--- config.mk ---
export PLATFORM = sky130hd
export DESIGN_NAME = vector_load_unit
export DESIGN_NICKNAME = d
export VERILOG_FILES = /design/src/rtl/vector_pkg.sv /design/src/rtl/vector_load_unit.sv
export SDC_FILE = /design/constraint.sdc
export NUM_CORES = 1
export LEC_CHECK = 0
export BUFFER_PORTS_ARGS = -buffer_cell sky130_fd_sc_hd__buf_2
export CAP_MARGIN = 20
export CORE_MARGIN = 8
export CORE_UTILIZATION = 51
export CTS_BUF_LIST = sky130_fd_sc_hd__clkbuf_4 sky130_fd_sc_hd__clkbuf_8 sky130_fd_sc_hd__clkbuf_16
export CTS_CLUSTER_DIAMETER = 80
export DETAILED_ROUTE_END_ITERATION = 10
export PLACE_DENSITY_LB_ADDON = 0.08
export SLEW_MARGIN = 20
export SYNTH_ARGS = -nofsm -noshare
export SYNTH_HDL_FRONTEND = slang
export SYNTH_SLANG_ARGS = --single-unit
--- constraint.sdc ---
create_clock -name clk -period 2.2 [get_ports clk]
set_input_delay 0 -clock clk [delete_from_list [all_inputs] [get_ports clk]]
set_output_delay 0 -clock clk [all_outputs]
set_load 0.05 [all_outputs]
--- src/rtl/vector_pkg.sv ---
// Shared types and sizes for the vector load path: lane geometry, register
// index width and the load-unit state encoding.
package vector_pkg;

   localparam int LANES     = 16;
   localparam int LANE_W    = 16;
   localparam int ADDR_W    = 16;
   localparam int REG_IDX_W = 5;
   localparam int IDX_W     = $clog2(LANES);

   typedef logic [LANES-1:0][LANE_W-1:0] vec_t;

   typedef enum logic [1:0] {
      IDLE,
      FETCH,
      DRAIN,
      WRITE
   } vlu_state_t;

endpackage

--- src/rtl/vector_load_unit.sv ---
// Gathers one strided vector from scalar data memory, one lane per cycle, and
// writes it into the vector register file as a single-cycle write pulse.
module vector_load_unit
   import vector_pkg::*;
(
   input  logic                 clk,
   input  logic                 rst,
   input  logic                 start,
   input  logic [REG_IDX_W-1:0] vd,
   input  logic [ADDR_W-1:0]    base_addr,
   input  logic [ADDR_W-1:0]    stride,
   output logic                 mem_re,
   output logic [ADDR_W-1:0]    mem_addr,
   input  logic [LANE_W-1:0]    mem_rdata,
   output logic [REG_IDX_W-1:0] vrf_rd,
   output vec_t                 vrf_wd,
   output logic                 vrf_wev,
   output logic                 busy,
   output logic                 done
);

   vlu_state_t           state_q, state_d;
   logic [IDX_W-1:0]     idx_q, idx_d;
   logic [ADDR_W-1:0]    addr_q, addr_d;
   logic [ADDR_W-1:0]    stride_q, stride_d;
   logic [REG_IDX_W-1:0] vd_q, vd_d;
   logic                 cap_vld_q;
   logic [IDX_W-1:0]     cap_idx_q;
   vec_t                 lane_buf_q, lane_buf_d;
   vec_t                 vrf_wd_q, vrf_wd_d;
   logic [REG_IDX_W-1:0] vrf_rd_q, vrf_rd_d;

   // NOTE: every variable gets its hold value first so no path infers a latch.
   always_comb begin
      state_d    = state_q;
      idx_d      = idx_q;
      addr_d     = addr_q;
      stride_d   = stride_q;
      vd_d       = vd_q;
      lane_buf_d = lane_buf_q;
      vrf_wd_d   = vrf_wd_q;
      vrf_rd_d   = vrf_rd_q;

      // Read data belongs to the lane issued one cycle earlier.
      if (cap_vld_q) lane_buf_d[cap_idx_q] = mem_rdata;

      unique case (state_q)
         IDLE: begin
            if (start) begin
               state_d  = FETCH;
               addr_d   = base_addr;
               stride_d = stride;
               vd_d     = vd;
               idx_d    = '0;
            end
         end
         FETCH: begin
            addr_d = addr_q + stride_q;
            idx_d  = idx_q + IDX_W'(1);
            if (idx_q == IDX_W'(LANES - 1)) state_d = DRAIN;
         end
         DRAIN: begin
            state_d  = WRITE;
            vrf_wd_d = lane_buf_d;
            vrf_rd_d = vd_q;
         end
         WRITE:   state_d = IDLE;
         default: state_d = IDLE;
      endcase
   end

   // NOTE: state uses non-blocking assignments so every flop samples pre-edge values.
   // NOTE: the lane buffer is a small flop array, so it is cleared on reset like any other state.
   always_ff @(posedge clk) begin
      if (!rst) begin
         state_q    <= IDLE;
         idx_q      <= '0;
         addr_q     <= '0;
         stride_q   <= '0;
         vd_q       <= '0;
         cap_vld_q  <= 1'b0;
         cap_idx_q  <= '0;
         lane_buf_q <= '0;
         vrf_wd_q   <= '0;
         vrf_rd_q   <= '0;
      end else begin
         state_q    <= state_d;
         idx_q      <= idx_d;
         addr_q     <= addr_d;
         stride_q   <= stride_d;
         vd_q       <= vd_d;
         cap_vld_q  <= (state_q == FETCH);
         cap_idx_q  <= idx_q;
         lane_buf_q <= lane_buf_d;
         vrf_wd_q   <= vrf_wd_d;
         vrf_rd_q   <= vrf_rd_d;
      end
   end

   assign mem_re   = (state_q == FETCH);
   assign mem_addr = addr_q;
   assign vrf_wev  = (state_q == WRITE);
   assign done     = (state_q == WRITE);
   assign busy     = (state_q != IDLE);
   assign vrf_wd   = vrf_wd_q;
   assign vrf_rd   = vrf_rd_q;

endmodule

==> out/results.txt <==
Yosys cell types - 50
placed cell area - 0.0239 mm²
Reg clk slew, reported paths - 0.06 ns
CP Launch Type - flop
Ports - 337
Area growth, synth to finish - 22.3%
Synth area leader - dfxtp_1
Worst Tran Pin Value - 0.749 ns
worst path bufs/invs - 0
pin count of the biggest net entering global routing - 96
post-DP HPWL - 35400 µm
IO buf count - 336
worst path cell trace - ha_4, fa_2, a21oi_2, nor2_2, o31ai_2, a21oi_2, or4_1, nand3_1, a21boi_1
status - completed
Die W - 222 µm
synth warn - 0
via count - 15700
most frequent CP cell - a21oi_2
die area - 0.0492 mm²
Initial Util - 51.6%
synth cell count leaders - 565 x dfxtp_1, 322 x nand2_1, 269 x mux2i_1
final slew viol count - 0
Slew HR - 50.0%
clk root buf - clkbuf_16
PD cells - 1400 mW/mm²
first-pass GRT wire length - 87900 µm
LEAKAGE - 13.1 nW
Data arrival, critical path - 2.66 ns
CP top delay family - compound AO/OA/AOI/OAI gates
Clock Tree Buf Depth - 3
cell count after synthesis - 2048
pre-CTS WS - -0.0352 ns
asr flop ratio synth - 0%
Initial DRC Count - 915
fin util - 63.2%
Total Wirelength - 56200 µm
Multi-input gate area - 0.00965 mm²
Worst-Skew Late Latency - 0.60 ns
main flop type after synthesis - dfxtp_1
RePlAce Congestion - 0.815
fin crit share - 99.2%
wire per inst - 19.0 µm
largest cells by area after synthesis - dfxtp_1 52%, mux2i_1 12%, o211a_1 12%
Hold WS - 0.0670 ns
Placed Cells incl. Taps - 2800
via/cell ratio - 5.29
max-capacitance violation count - 0
minimum clock period after layout - 2.18 ns
Finished Layout Cells - 2962
global route total overflow - 0
Max H-tree Level - 2
core area - 0.0419 mm²
RSZ-0062 raised after global routing - true
initial antenna violation count - 2
post-route ant nets - 0
EDFF count, synth - 0
most frequent cell after synthesis - dfxtp_1
Worst EP required - 2.68 ns
kind of end point of the critical path - flop
Worst Skew - 0.0157 ns
Syn Nets - 2125
f_max - 458 MHz
clk sinks - 565
post-route setup slack - 0.0171 ns
DRC Markers - 0
Fillers - 3497
vias in the first global route - 15500
worst setup path class - reg -> reg
# nets final - 2457
syn_area_per_cell - 10.6 µm²
row cnt - 75
CTS tree - built
hold crit path type - in -> reg
Slowest Stage Delay on Critical Path - 0.41 ns
Final TNS setup - 0 ns
layout cells sized above 1 - 21.9%
GRT Util Overall - 22.2%
fin area - 0.0264 mm²
Reg area - 0.0113 mm²
Synth top area share - 52.3%
Crit-path slowest cell - or4_1
worst-path fanout max - 2
register area share after synthesis - 52.3%
Hold Vio Cnt, Final - 0
VDD IR max - 0.000999 V
TritonRoute pass-1 iters - 5
Num CTS Buffers - 56
Cell Area, Synth - 0.0216 mm²
Final setup viols - 0
Yosys reg bits - 565
total chip power - 36.9 mW
die height - 222 µm
repair_timing:
item,4_1_cts,5_1_grt
resized for setup,1,20
hold buffers,60,0
setup endpoints to repair,1,25
pin swaps,0,6
buffers inserted,0,1
hold endpoints to repair,123,0
where the power goes:
part | internal [mW] | switching [mW]
Sequential | 12.1 | 1.34
Combinational | 3.87 | 10.0
Clock | 5.67 | 3.90
Total | 21.7 | 15.2
sequential cells by signal, summed over array words and instances, names as in the netlist:
register    cells
cap_vld_q       1
idx_q           4
vrf_wd        256
vd_q            5
vrf_rd          5
lane_buf_q    256
state_q         2
mem_addr       16
stride_q       16
cap_idx_q       4
worst register-to-register path, cell delays in order (launching register included):
cell and delay [ns]:
dfxtp_4 0.35, ha_4 0.17, fa_2 0.40, a21oi_2 0.16, nor2_2 0.08, o31ai_2 0.27
a21oi_2 0.09, or4_1 0.41, nand3_1 0.08, a21boi_1 0.06
worst paths after layout:
| path | to | startpoint | depth (start not counted) | slack [ns] |
|---|---|---|---|---|
| max | mem_addr[14] | mem_addr[0] | 9 | 0.02 |
| min | lane_buf_q[188] | mem_rdata[12] | 3 | 0.07 |
| max reg2reg | mem_addr[14] | mem_addr[0] | 9 | 0.02 |
| min reg2reg | vrf_wd[96] | vrf_wd[96] | 1 | 0.47 |
final cells by class:
| class | instances | area share [%] |
|---|---|---|
| clock buffer | 85 | 6.59 |
| sequential | 565 | 42.8 |
| tap | 539 | 2.55 |
| multi-input combinational | 1303 | 36.5 |
| timing repair buffer | 448 | 10.9 |
| antenna | 1 | 0.00946 |
| inverter | 6 | 0.0852 |
| clock inverter | 15 | 0.535 |
routing by layer:
layer / global-route usage, % / up-vias / share of wire (%)
li1: - / 7690 / -
met4: 6.26 / 0 / 2.2
met5: 0 / - / 0
met1: 29.2 / 7557 / 46
met3: 4.93 / 87 / 5.3
met2: 36.2 / 328 / 46
cells by family after synthesis:
group / synth area share (%)
muxes: 12.5
AOI/OAI and AO/OA: 14.8
adders and majority gates: 1.25
buffers and inverters: 3.50
and+or+nand+nor: 15.1
xor gates and xnor gates: 0.446
DFF: 52.3
cells in the final DEF (no fill, tap or decap), types with 7 or more instances in the layout:
cell,netlist,final
buf_2,11,335
clkbuf_16,0,58
clkbuf_8,0,14
mux2i_1,269,269
nor2_2,6,7
o211a_1,263,263
a21oi_1,26,22
buf_4,12,35
dlygate4sd3_1,0,60
clkbuf_4,0,13
clkinv_2,0,10
o21ai_0,17,14
and2_1,7,7
dfxtp_2,0,7
nand2_1,322,322
a21boi_0,24,23
dfxtp_1,565,557
ha_1,20,15
nor2b_1,267,267
nor2_1,10,9
buf_12,0,16
No activity file was read; power rests on OpenSTA's default activity.
